===== config.mk =====
export PLATFORM = sky130hd
export DESIGN_NAME = ceyloniac_multicycle_control
export DESIGN_NICKNAME = d
export VERILOG_FILES = /design/src/rtl/ceyloniac_pkg.sv /design/src/rtl/ceyloniac_ctrl_decode.sv /design/src/rtl/ceyloniac_multicycle_control.sv
export SDC_FILE = /design/constraint.sdc
export NUM_CORES = 1
export LEC_CHECK = 0
export CAP_MARGIN = 10
export CORE_MARGIN = 4
export CORE_UTILIZATION = 30
export CTS_BUF_LIST = sky130_fd_sc_hd__clkbuf_2
export DETAILED_ROUTE_END_ITERATION = 16
export PLACE_DENSITY = 0.56
export REMOVE_ABC_BUFFERS = 1
export SLEW_MARGIN = 30
export SYNTH_ARGS = -nofsm -noshare
export SYNTH_HDL_FRONTEND = slang
export SYNTH_HIERARCHICAL = 1
export SYNTH_SLANG_ARGS = --single-unit

===== constraint.sdc =====
create_clock -name clk -period 1.3 [get_ports clk]
set_input_delay 0.13 -clock clk [delete_from_list [all_inputs] [get_ports clk]]
set_output_delay 0.13 -clock clk [all_outputs]
set_load 0.1 [all_outputs]

===== src/rtl/ceyloniac_pkg.sv =====
// Shared encodings for the multicycle controller: FSM states, opcodes,
// datapath select codes and the opcode classifier used by decode and next-state.
package ceyloniac_pkg;

    typedef enum logic [3:0] {
        ST_RESET     = 4'd0,
        ST_FETCH     = 4'd1,
        ST_DECODE    = 4'd2,
        ST_MEM_ADDR  = 4'd3,
        ST_MEM_READ  = 4'd4,
        ST_MEM_WB    = 4'd5,
        ST_MEM_WRITE = 4'd6,
        ST_EXECUTE   = 4'd7,
        ST_ALU_WB    = 4'd8,
        ST_BRANCH    = 4'd9,
        ST_JUMP      = 4'd10,
        ST_IMM_EXEC  = 4'd11,
        ST_IMM_WB    = 4'd12
    } state_e;

    localparam logic [5:0] OP_RTYPE = 6'h00;
    localparam logic [5:0] OP_J     = 6'h02;
    localparam logic [5:0] OP_BEQ   = 6'h04;
    localparam logic [5:0] OP_ADDI  = 6'h08;
    localparam logic [5:0] OP_ANDI  = 6'h0C;
    localparam logic [5:0] OP_ORI   = 6'h0D;
    localparam logic [5:0] OP_LW    = 6'h23;
    localparam logic [5:0] OP_SW    = 6'h2B;

    localparam logic [1:0] ALU_OP_ADD   = 2'b00;
    localparam logic [1:0] ALU_OP_SUB   = 2'b01;
    localparam logic [1:0] ALU_OP_FUNCT = 2'b10;
    localparam logic [1:0] ALU_OP_LOGIC = 2'b11;

    localparam logic [1:0] SRC_B_REG    = 2'b00;
    localparam logic [1:0] SRC_B_FOUR   = 2'b01;
    localparam logic [1:0] SRC_B_IMM    = 2'b10;
    localparam logic [1:0] SRC_B_BR_OFF = 2'b11;

    localparam logic [1:0] PC_SRC_ALU     = 2'b00;
    localparam logic [1:0] PC_SRC_ALU_OUT = 2'b01;
    localparam logic [1:0] PC_SRC_JUMP    = 2'b10;

    typedef enum logic [2:0] {
        OPC_ILLEGAL   = 3'd0,
        OPC_RTYPE     = 3'd1,
        OPC_LOAD      = 3'd2,
        OPC_STORE     = 3'd3,
        OPC_BRANCH    = 3'd4,
        OPC_JUMP      = 3'd5,
        OPC_IMM_ADD   = 3'd6,
        OPC_IMM_LOGIC = 3'd7
    } op_class_e;

    typedef struct packed {
        logic       pc_write;
        logic       pc_write_cond;
        logic       i_or_d;
        logic       mem_read;
        logic       mem_write;
        logic       ir_write;
        logic       mem_to_reg;
        logic       reg_dst;
        logic       reg_write;
        logic       alu_src_a;
        logic       ext_sel;
        logic       illegal_op;
        logic [1:0] alu_src_b;
        logic [1:0] alu_op;
        logic [1:0] pc_source;
    } ctrl_t;

    // Opcodes are widened to this width before classification so any
    // OPCODE_WIDTH up to 32 compares against the 6-bit constants exactly.
    localparam int OP_CMP_W = 32;

    function automatic op_class_e classify_op(input logic [OP_CMP_W-1:0] op);
        op_class_e cls;
        case (op)
            OP_CMP_W'(OP_RTYPE): cls = OPC_RTYPE;
            OP_CMP_W'(OP_J):     cls = OPC_JUMP;
            OP_CMP_W'(OP_BEQ):   cls = OPC_BRANCH;
            OP_CMP_W'(OP_ADDI):  cls = OPC_IMM_ADD;
            OP_CMP_W'(OP_ANDI):  cls = OPC_IMM_LOGIC;
            OP_CMP_W'(OP_ORI):   cls = OPC_IMM_LOGIC;
            OP_CMP_W'(OP_LW):    cls = OPC_LOAD;
            OP_CMP_W'(OP_SW):    cls = OPC_STORE;
            default:             cls = OPC_ILLEGAL;
        endcase
        return cls;
    endfunction

endpackage


===== src/rtl/ceyloniac_ctrl_decode.sv =====
// Combinational Moore output decode: current state plus latched opcode (and
// mem_ready / live opcode in FETCH / DECODE) to datapath control strobes.
module ceyloniac_ctrl_decode
    import ceyloniac_pkg::*;
#(
    parameter int OPCODE_WIDTH = 6
) (
    input  state_e                  state,
    input  logic [OPCODE_WIDTH-1:0] op_q,
    input  logic [OPCODE_WIDTH-1:0] opcode,
    input  logic                    mem_ready,
    output ctrl_t                   ctrl
);

    op_class_e cur_cls;
    op_class_e latched_cls;
    logic      imm_logic;

    always_comb begin
        cur_cls     = classify_op(OP_CMP_W'(opcode));
        latched_cls = classify_op(OP_CMP_W'(op_q));
        imm_logic   = (latched_cls == OPC_IMM_LOGIC);
        ctrl        = '0;

        case (state)
            ST_FETCH: begin
                ctrl.mem_read  = 1'b1;
                ctrl.alu_src_b = SRC_B_FOUR;
                ctrl.alu_op    = ALU_OP_ADD;
                ctrl.pc_source = PC_SRC_ALU;
                ctrl.ir_write  = mem_ready;
                ctrl.pc_write  = mem_ready;
            end
            ST_DECODE: begin
                ctrl.alu_src_b  = SRC_B_BR_OFF;
                ctrl.illegal_op = (cur_cls == OPC_ILLEGAL);
            end
            ST_MEM_ADDR: begin
                ctrl.alu_src_a = 1'b1;
                ctrl.alu_src_b = SRC_B_IMM;
                ctrl.alu_op    = ALU_OP_ADD;
            end
            ST_MEM_READ: begin
                ctrl.i_or_d   = 1'b1;
                ctrl.mem_read = 1'b1;
            end
            ST_MEM_WB: begin
                ctrl.reg_write  = 1'b1;
                ctrl.mem_to_reg = 1'b1;
            end
            ST_MEM_WRITE: begin
                ctrl.i_or_d    = 1'b1;
                ctrl.mem_write = 1'b1;
            end
            ST_EXECUTE: begin
                ctrl.alu_src_a = 1'b1;
                ctrl.alu_src_b = SRC_B_REG;
                ctrl.alu_op    = ALU_OP_FUNCT;
            end
            ST_ALU_WB: begin
                ctrl.reg_write = 1'b1;
                ctrl.reg_dst   = 1'b1;
            end
            ST_BRANCH: begin
                ctrl.alu_src_a     = 1'b1;
                ctrl.alu_src_b     = SRC_B_REG;
                ctrl.alu_op        = ALU_OP_SUB;
                ctrl.pc_write_cond = 1'b1;
                ctrl.pc_source     = PC_SRC_ALU_OUT;
            end
            ST_JUMP: begin
                ctrl.pc_write  = 1'b1;
                ctrl.pc_source = PC_SRC_JUMP;
            end
            // IMM_WB keeps the ALU controls of IMM_EXEC so the result stays stable.
            ST_IMM_EXEC, ST_IMM_WB: begin
                ctrl.alu_src_a = 1'b1;
                ctrl.alu_src_b = SRC_B_IMM;
                ctrl.alu_op    = imm_logic ? ALU_OP_LOGIC : ALU_OP_ADD;
                ctrl.ext_sel   = imm_logic;
                ctrl.reg_write = (state == ST_IMM_WB);
            end
            default: ;
        endcase
    end

endmodule


===== src/rtl/ceyloniac_multicycle_control.sv =====
// Multicycle MIPS-style control unit: Moore FSM state register, next-state
// logic and opcode latch; output strobes come from ceyloniac_ctrl_decode.
module ceyloniac_multicycle_control
    import ceyloniac_pkg::*;
#(
    parameter int OPCODE_WIDTH = 6,
    parameter int STATE_WIDTH  = 4
) (
    input  logic                    clk,
    input  logic                    rst_n,
    input  logic [OPCODE_WIDTH-1:0] opcode,
    input  logic                    mem_ready,
    output logic                    pc_write,
    output logic                    pc_write_cond,
    output logic                    i_or_d,
    output logic                    mem_read,
    output logic                    mem_write,
    output logic                    ir_write,
    output logic                    mem_to_reg,
    output logic                    reg_dst,
    output logic                    reg_write,
    output logic                    alu_src_a,
    output logic                    ext_sel,
    output logic                    illegal_op,
    output logic [1:0]              alu_src_b,
    output logic [1:0]              alu_op,
    output logic [1:0]              pc_source,
    output logic [STATE_WIDTH-1:0]  state
);

    state_e                  state_q;
    state_e                  state_d;
    logic [OPCODE_WIDTH-1:0] op_q;
    logic                    rst_seen_q;
    logic [3:0]              state_bits;
    op_class_e               dec_cls;
    op_class_e               latched_cls;
    ctrl_t                   ctrl;

    // rst_seen_q holds RESET for one extra edge after release, so FETCH is
    // entered on the second rising edge once rst_n is high.
    always_ff @(posedge clk or negedge rst_n) begin
        if (!rst_n) begin
            state_q    <= ST_RESET;
            op_q       <= '0;
            rst_seen_q <= 1'b0;
        end else begin
            state_q    <= state_d;
            rst_seen_q <= 1'b1;
            if (state_q == ST_DECODE) begin
                op_q <= opcode;
            end
        end
    end

    always_comb begin
        dec_cls     = classify_op(OP_CMP_W'(opcode));
        latched_cls = classify_op(OP_CMP_W'(op_q));
        state_d     = state_q;

        case (state_q)
            ST_RESET:     state_d = rst_seen_q ? ST_FETCH : ST_RESET;
            ST_FETCH:     state_d = mem_ready ? ST_DECODE : ST_FETCH;
            ST_DECODE: begin
                case (dec_cls)
                    OPC_LOAD, OPC_STORE:        state_d = ST_MEM_ADDR;
                    OPC_RTYPE:                  state_d = ST_EXECUTE;
                    OPC_BRANCH:                 state_d = ST_BRANCH;
                    OPC_JUMP:                   state_d = ST_JUMP;
                    OPC_IMM_ADD, OPC_IMM_LOGIC: state_d = ST_IMM_EXEC;
                    default:                    state_d = ST_FETCH;
                endcase
            end
            ST_MEM_ADDR:  state_d = (latched_cls == OPC_LOAD) ? ST_MEM_READ : ST_MEM_WRITE;
            ST_MEM_READ:  state_d = mem_ready ? ST_MEM_WB : ST_MEM_READ;
            ST_MEM_WRITE: state_d = mem_ready ? ST_FETCH : ST_MEM_WRITE;
            ST_EXECUTE:   state_d = ST_ALU_WB;
            ST_IMM_EXEC:  state_d = ST_IMM_WB;
            ST_MEM_WB, ST_ALU_WB, ST_BRANCH, ST_JUMP, ST_IMM_WB:
                          state_d = ST_FETCH;
            default:      state_d = ST_FETCH;
        endcase
    end

    ceyloniac_ctrl_decode #(
        .OPCODE_WIDTH (OPCODE_WIDTH)
    ) u_decode (
        .state     (state_q),
        .op_q      (op_q),
        .opcode    (opcode),
        .mem_ready (mem_ready),
        .ctrl      (ctrl)
    );

    assign pc_write      = ctrl.pc_write;
    assign pc_write_cond = ctrl.pc_write_cond;
    assign i_or_d        = ctrl.i_or_d;
    assign mem_read      = ctrl.mem_read;
    assign mem_write     = ctrl.mem_write;
    assign ir_write      = ctrl.ir_write;
    assign mem_to_reg    = ctrl.mem_to_reg;
    assign reg_dst       = ctrl.reg_dst;
    assign reg_write     = ctrl.reg_write;
    assign alu_src_a     = ctrl.alu_src_a;
    assign ext_sel       = ctrl.ext_sel;
    assign illegal_op    = ctrl.illegal_op;
    assign alu_src_b     = ctrl.alu_src_b;
    assign alu_op        = ctrl.alu_op;
    assign pc_source     = ctrl.pc_source;

    assign state_bits = state_q;
    assign state      = STATE_WIDTH'(state_bits);

endmodule


After elaboration in Yosys (flattened, before gate mapping)
Cells that the tools add are included.
{"block": "totals", "ff_bits": 11, "latchBits": 0, "ramBits": 0, "mem_bits_ro": 0, "out_inout_bits": 22, "memories": 0}
{"block": "op_classes", "add_sub_neg": 0, "n_mul": 0, "n_div": 0, "magnitude_cmp": 0, "n_eq_ne": 35, "n_shift": 0, "n_mux": 25, "n_bitwise": 0, "n_reduce_logical": 14}
{"cell": "$pmux 3 s7", "n": 2}
{"cell": "$eq 6x4->1 const B", "n": 6}
{"cell": "$pmux 4 s8", "n": 1}
{"cell": "$eq 6x6->1 const B", "n": 4}
{"cell": "$eq 4x4->1 const B", "n": 5}
{"cell": "$pmux 4 s5", "n": 1}
{"cell": "$eq 4x3->1 const B", "n": 4}
{"cell": "$reduce_or 2->1", "n": 8}
{"cell": "$eq 3x3->1 const B", "n": 5}
{"cell": "$eq 6x2->1 const B", "n": 2}
{"cell": "$eq 6x3->1 const B", "n": 2}
{"cell": "$logic_not 6->1", "n": 2}
{"cell": "$mux 1", "n": 12}
{"cell": "$pmux 2 s3", "n": 2}
{"cell": "$eq 3x2->1 const B", "n": 3}
{"cell": "$eq 4x2->1 const B", "n": 2}
{"cell": "$mux 2", "n": 3}
{"cell": "$reduce_or 5->1", "n": 1}
{"cell": "$eq 4x1->1 const B", "n": 1}
{"cell": "$logic_not 4->1", "n": 1}
{"cell": "$pmux 1 s2", "n": 2}
{"cell": "$pmux 2 s2", "n": 1}
{"cell": "$eq 3x1->1 const B", "n": 1}
{"cell": "$logic_not 3->1", "n": 1}
{"cell": "2 further kinds", "n": 2}

Logic depth before layout (Yosys ltp)
{"block": "logic_depth", "word_depth": 7, "ltp_mapped": 5, "depth_no_buf": 4}

By module
Netlist, hierarchy kept.
{"mod": "ceyloniac_multicycle_control", "instances": 1, "cells_per_inst": 57, "area_each_um2": 605.6, "seq_area_each_um2": 275.3}
{"mod": "ceyloniac_ctrl_decode", "instances": 1, "cells_per_inst": 47, "area_each_um2": 339.1, "seq_area_each_um2": 0.0}

Worst setup path after synthesis
OpenSTA, ideal clock, no wires.
{"block": "synth_path", "path_type": "register -> output", "from": "register state_q[3] (netlist: state[3])", "to": "output pc_write", "t_arrival_ns": 3.570, "required_time_ns": 1.170, "setup_slack_ns": -2.400, "stages_incl_launch_ff": 5, "n_path_buf": 1, "cell_sequence": "dfrtp_1 > buf_4 > nand2b_1 > nor2_1 > or2_1"}
{"block": "synth_between", "elab_chain_len": 2}
{"item": "start: declaration", "line_no": "ceyloniac_multicycle_control.sv:31", "text": "state_e state_q;"}
{"item": "start signal: assignment", "line_no": "ceyloniac_multicycle_control.sv:48", "text": "state_q <= state_d;"}
{"item": "$eq 4x4->1 / $eq 4x1->1 (equally long branches)", "line_no": "ceyloniac_ctrl_decode.sv:25", "text": "case (state)"}
{"item": "$pmux 1 s2 (*)", "line_no": "ceyloniac_ctrl_decode.sv:25"}
{"item": "end: declaration", "line_no": "ceyloniac_multicycle_control.sv:13", "text": "output logic pc_write,"}
Mark *: on every way between the ends. The rest lies on a longest branch, timed or not.

Final worst setup path
{"block": "layout_path", "from": "register op_q[5]", "to": "output alu_op[0]"}
{"block": "layout_between", "elab_chain_len": 6}
{"item": "start: declaration", "line_no": "ceyloniac_multicycle_control.sv:33", "text": "logic [OPCODE_WIDTH-1:0] op_q;"}
{"item": "start signal: assignment", "line_no": "ceyloniac_multicycle_control.sv:51", "text": "op_q <= opcode;"}
{"item": "$eq 6x4->1", "line_no": "ceyloniac_pkg.sv:79", "text": "case (op)"}
{"item": "$reduce_or 2->1 (no source line)"}
{"item": "$pmux 3 s7 (*)", "line_no": "ceyloniac_pkg.sv:79"}
{"item": "$eq 3x3->1 (*)", "line_no": "ceyloniac_ctrl_decode.sv:22", "text": "imm_logic = (latched_cls == OPC_IMM_LOGIC);"}
{"item": "$mux 2 (*)", "line_no": "ceyloniac_ctrl_decode.sv:79", "text": "ctrl.alu_op = imm_logic ? ALU_OP_LOGIC : ALU_OP_ADD;"}
{"item": "$pmux 2 s3 (*)", "line_no": "ceyloniac_ctrl_decode.sv:25"}
{"item": "end: declaration", "line_no": "ceyloniac_multicycle_control.sv:26", "text": "output logic [1:0] alu_op,"}
Marks and branches as above.

==> impl_metrics.ini <==
[timing]
fin_ws_ns = -0.547
worst_clock_skew_ns = 0.0117
maxSlewHeadroom_pct = 64.4
rsz0062_at_grt = yes
drv_slew = 0
final.min_clock_period_ns = 1.85
setup_violations = 31
hold_violations = 0
worst_slew_pin_slew_ns = 0.532
post-route-period-util_pct = 142
fmax_mhz = 542

[finish]
final_cell_mix = buf_4, buf_6, buf_12
final_util_pct = 75.3
drive_above_1_share_pct = 70.6
multi_input_area_um2 = 885
register_area_um2 = 280
diodes = 0
n_fill_cell = 189
layout_commonest_cell = buf_4
fin_nets = 197
area_growth_pct = 141

[clock_tree]
cts_sinks = 11
holdBufCountCts = 0
path_clk_slew_ns = 0.13
numCtsBuffers = 3
h-tree-depth = 1
clock_latency_ns = 0.30
cts_buffer_depth = 2
cts_root_buf = clkbuf_2
cts_tree = done

[die]
core_um2 = 3030
initial_core_util_pct = 31.2
dieArea_um2 = 4110
die_h_um = 64.1
fp-row-count = 20
pin_count = 31
fp.dieW_um = 64.1

[worst_setup_path]
r2r_cells = 5
crit_type = reg2out
r2r-start = state[2]$_DFF_PN0_
regToRegSetupSlack_ns = -0.40
cp.required_ns = 1.17
worstSetupEndpoint = alu_op[0]
cp_max_fo = 3
r2r_end = op_q[2]$_DFFE_PN0P_
crit_path_end_kind = output pin
start_kind = flip-flop
setup.worst_path.start = op_q[5]$_DFFE_PN0P_
worstPathArrival_ns = 1.72

[routing]
first_pass_iters = 4
vias = 1215
drc = 0
ant_nets = 0
routed_wl_um = 4090
vias_per_cell = 5.26
routedWlPerCell_um = 17.7
drt-initial-drc-count = 53

[placement]
port_buffers = 30
dp_hpwl_um = 2250
place_congestion = 0.867

[yosys]
synth_top_cell_by_area = dfrtp_1
synth.distinct_cells = 45
ys_seq_area_share_pct = 29.1
async_flop_share_pct = 100
yosys_warnings = 6
synthesis.area_um2 = 945
synth.ff_latch_count = 11
avgSynthCellArea_um2 = 9.08
postSynthCellCount = 104
yosys-top-cells-area = dfrtp_1, mux2_2, nor4b_4
synth_edf_count = 0
synth_ff_type = dfrtp_1
synth_top_area_share_pct = 29.1

[pwr]
p_int_uw = 2850
pwr-share-seq_pct = 12.1
ir_worst_vdd_mv = 2.01
p_per_area_nw_per_um2 = 2610
clkPwrFrac_pct = 3.8
swShare_pct = 52.1
comb_power_share_pct = 84.1
power.total_uw = 5940
p_leak_uw = 0.000963
p_switching_uw = 3090

[global_routing]
antenna_found_initial = 0
grt_pass1_wl_um = 5570
grt_pass1_vias = 1208
grtUsageTotal_pct = 17.0
grt_overflow = 0
grt_max_degree = 12

[worst_hold_path]
worstHoldPathType = in2async

[run_status]
status = complete, but fails checks
violations = setup timing

[run]
drv_cap = 0
state kept, by name (all words and copies together), names as in the netlist:
register / count
op_q: 6
state: 4
rst_seen_q: 1
layer usage:
layer / track usage (%) / up-vias / routed length (um)
met4: 6.33 / 0 / 184
met5: 0 / - / 0
met3: 1.58 / 19 / 156
met1: 18.2 / 605 / 1440
li1: - / 546 / -
met2: 33.5 / 45 / 2310
synthesized netlist by cell type, types with 2 or more instances:
| master | number |
|---|---|
| nor2_1 | 12 |
| dfrtp_1 | 11 |
| mux2_2 | 6 |
| o21ai_0 | 6 |
| inv_1 | 5 |
| a21oi_1 | 4 |
| nand2_1 | 4 |
| nand2b_1 | 4 |
| a211oi_1 | 3 |
| buf_6 | 3 |
| nand3_1 | 3 |
| nor2b_1 | 3 |
| nor3_1 | 3 |
| buf_4 | 2 |
| nor3b_1 | 2 |
| nor4b_1 | 2 |
| nor4b_4 | 2 |
| or2_1 | 2 |
power groups by stage:
stage | combinational (uW) | sequential [uW] | clock (uW)
after floorplan | 1550 | 1050 | 0
after global placement | 3760 | 657 | 0
after detailed placement | 3800 | 665 | 0
after CTS | 4430 | 679 | 216
after global routing | 5170 | 736 | 226
final | 5000 | 720 | 225
metrics by stage:
stage | worst slack, ns | std cells | TNS, ns | hold WS [ns] | instance area (um^2)
2_1_floorplan | -2.77 | 98 | -42.04 | -0.166 | 891
3_3_place_gp | -0.437 | 212 | -4.44 | 0.493 | 1770
3_5_place_dp | -0.481 | 212 | -5.14 | 0.510 | 1770
4_1_cts | -0.450 | 226 | -9.61 | 0.184 | 2090
5_1_grt | -0.573 | 231 | -11.78 | 0.226 | 2280
6_report | -0.547 | 231 | -10.85 | 0.157 | 2280
layout make-up:
class | instances | area share [%]
inverters | 6 | 0.988
multi-input cells | 81 | 38.8
clock buffers | 4 | 0.878
repair buffers | 85 | 44.6
well taps | 44 | 2.41
flip-flops and latches | 11 | 12.3
critical path, cell delays in order (launching register included):
cell and delay, ns:
dfrtp_1 0.41, nand4bb_4 0.28, nor3_4 0.23, buf_4 0.15
a41o_1 0.16, buf_12 0.19
worst min path at each step:
stage	startpoint	end	slack (ns)	cells after the start
6_report	rst_n	rst_seen_q$_DFF_PN0_	0.16	1
3_3_place_gp	rst_n	rst_seen_q$_DFF_PN0_	0.49	1
2_1_floorplan	rst_n	op_q[0]$_DFFE_PN0P_	-0.17	0
5_1_grt	rst_n	rst_seen_q$_DFF_PN0_	0.23	1
4_1_cts	rst_n	rst_seen_q$_DFF_PN0_	0.18	1
3_5_place_dp	rst_n	rst_seen_q$_DFF_PN0_	0.51	1
what timing repair did:
item,4_1_cts,5_1_grt
setup endpoints to repair,31,31
resized for setup,61,33
pin swaps,9,15
setup buffers,10,5
cells by family (layout without fill, tap and decap cells):
group	count (synthesis)	in the layout	synth area share, %
AOI/OAI and AO/OA	24	24	18.1
other	1	1	0.397
buffers and inverters	12	95	8.08
and+or+nand+nor	48	48	35.1
muxes	7	7	8.21
DFF	11	11	29.1
xor gates and xnor gates	1	1	0.927
No activity file was read; power rests on OpenSTA's default activity.
==> variant, RTL diff (same flow settings) <==
`STATE_WIDTH`: 4 -> 3.
--- a/src/rtl/ceyloniac_multicycle_control.sv
+++ b/src/rtl/ceyloniac_multicycle_control.sv
@@ -4,7 +4,7 @@
     import ceyloniac_pkg::*;
 #(
     parameter int OPCODE_WIDTH = 6,
-    parameter int STATE_WIDTH  = 4
+    parameter int STATE_WIDTH  = 3
 ) (
     input  logic                    clk,
     input  logic                    rst_n,
Interface: changed (resized state); port bits go from 31 to 30. No check against the original RTL was run, so the function may have changed too.
==> variant against the unedited design <==
The run still ends with negative setup slack left. Sequential cell count is the same. Critical path type unchanged. Critical endpoint is now alu_src_b[0]. Synthesized area grew 2.4%. Count of clock-buffer cells in the layout is the same. Cell area shrank 1.8%. Worst setup slack gained 0.10 ns. Routed wire length shrank 24%. Largest cell class unchanged. Power shrank 4.2%. Sequential power shrank 6.7%.
==> variant: results <==
[status]
outcome = "finished, violations left"
failing_checks = "negative setup slack"

[finish]
fraction_of_area_in_non_clock_buffers = 0.4394
final_layout_fill_cell_count = 218
fraction_of_layout_cells_with_a_size_suffix_above_1 = 0.6957
multiInputGateArea_um2 = 874.6

[critical_path]
worst-r2r-setup-slack_ns = -0.32
arrival_ns = 1.62
critPathCapture = "alu_src_b[0]"
critical_path.reg2reg.startpoint = "state_bits[3]"
largest_fanout_on_the_critical_path = 6
worst_r2r_end = "op_q[5]"

[logic_synthesis]
muxShareOfSynthArea = 0.08021
synthTopCellsByArea = "sky130_fd_sc_hd__dfrtp_1, sky130_fd_sc_hd__mux2_2, sky130_fd_sc_hd__nor4b_4"
synth_xor_xnor_area_share = 0.009056
avgSynthCellArea_um2 = 9.039
synth.yosys.seq_area_share = 0.2846
synth_compound_gate_area_share = 0.1772

[detailed_routing]
total_wire_length_after_detailed_routing_um = 3118
vias_per_cell = 4.939

[placement]
detailedPlace.worstSlack_ns = -0.4556
globalplace.congestion = 0.8376
io_buffer_count = 29
place_area_um2 = 1717

[sta]
timing.final.setup_violations = 30
fin_skew_ns = 0.001817
finalWorstSetupSlack_ns = -0.4455
tightestPinTransition_ns = 0.5125

[pwr]
p_comb_frac = 0.847
total_switching_power_mw = 2.865
vdd.ir_drop.worst_mv = 1.159
p_sw_frac = 0.5035

[global_route]
grt_first_pass_wirelength_um = 5050
grtUsageTotal = 0.1486

[cts]
cts_post_setup_buffers_inserted = 13
clock_latency_reported_for_the_late_side_of_the_worst_skew_pair_ns = 0.26
cts.reportedPaths.clkPinSlew_ns = 0.10
-- variant: cell types whose count changed after synthesis --
cell / delta
sky130_fd_sc_hd__buf_4: +3
-- variant: cells by family (layout without fill, tap and decap cells) --
| logic type | count (synthesis) | after routing |
|---|---|---|
| buffers and inverters | 15 | 92 |
| muxes | 7 | 7 |
| DFF | 11 | 11 |
| other | 1 | 1 |
| xor gates and xnor gates | 1 | 1 |
| AOI/OAI and AO/OA | 24 | 24 |
| and+or+nand+nor | 48 | 48 |
-- variant: routing by layer --
metal  routed length (um)  part of all wire  GRT usage
met1                 1179              0.38     0.1606
met3                  129             0.041    0.02253
met5                    0                 0          0
met2                 1766              0.57     0.2899
met4                   42             0.013    0.04749
-- variant: through the flow --
stage / utilization / TNS (ns)
6_report: 0.7272 / -9.056
5_1_grt: 0.7272 / -11.23
4_1_cts: 0.6703 / -8.596
3_5_place_dp: 0.5577 / -4.313
3_3_place_gp: 0.5577 / -4.111
2_1_floorplan: - / -41.30
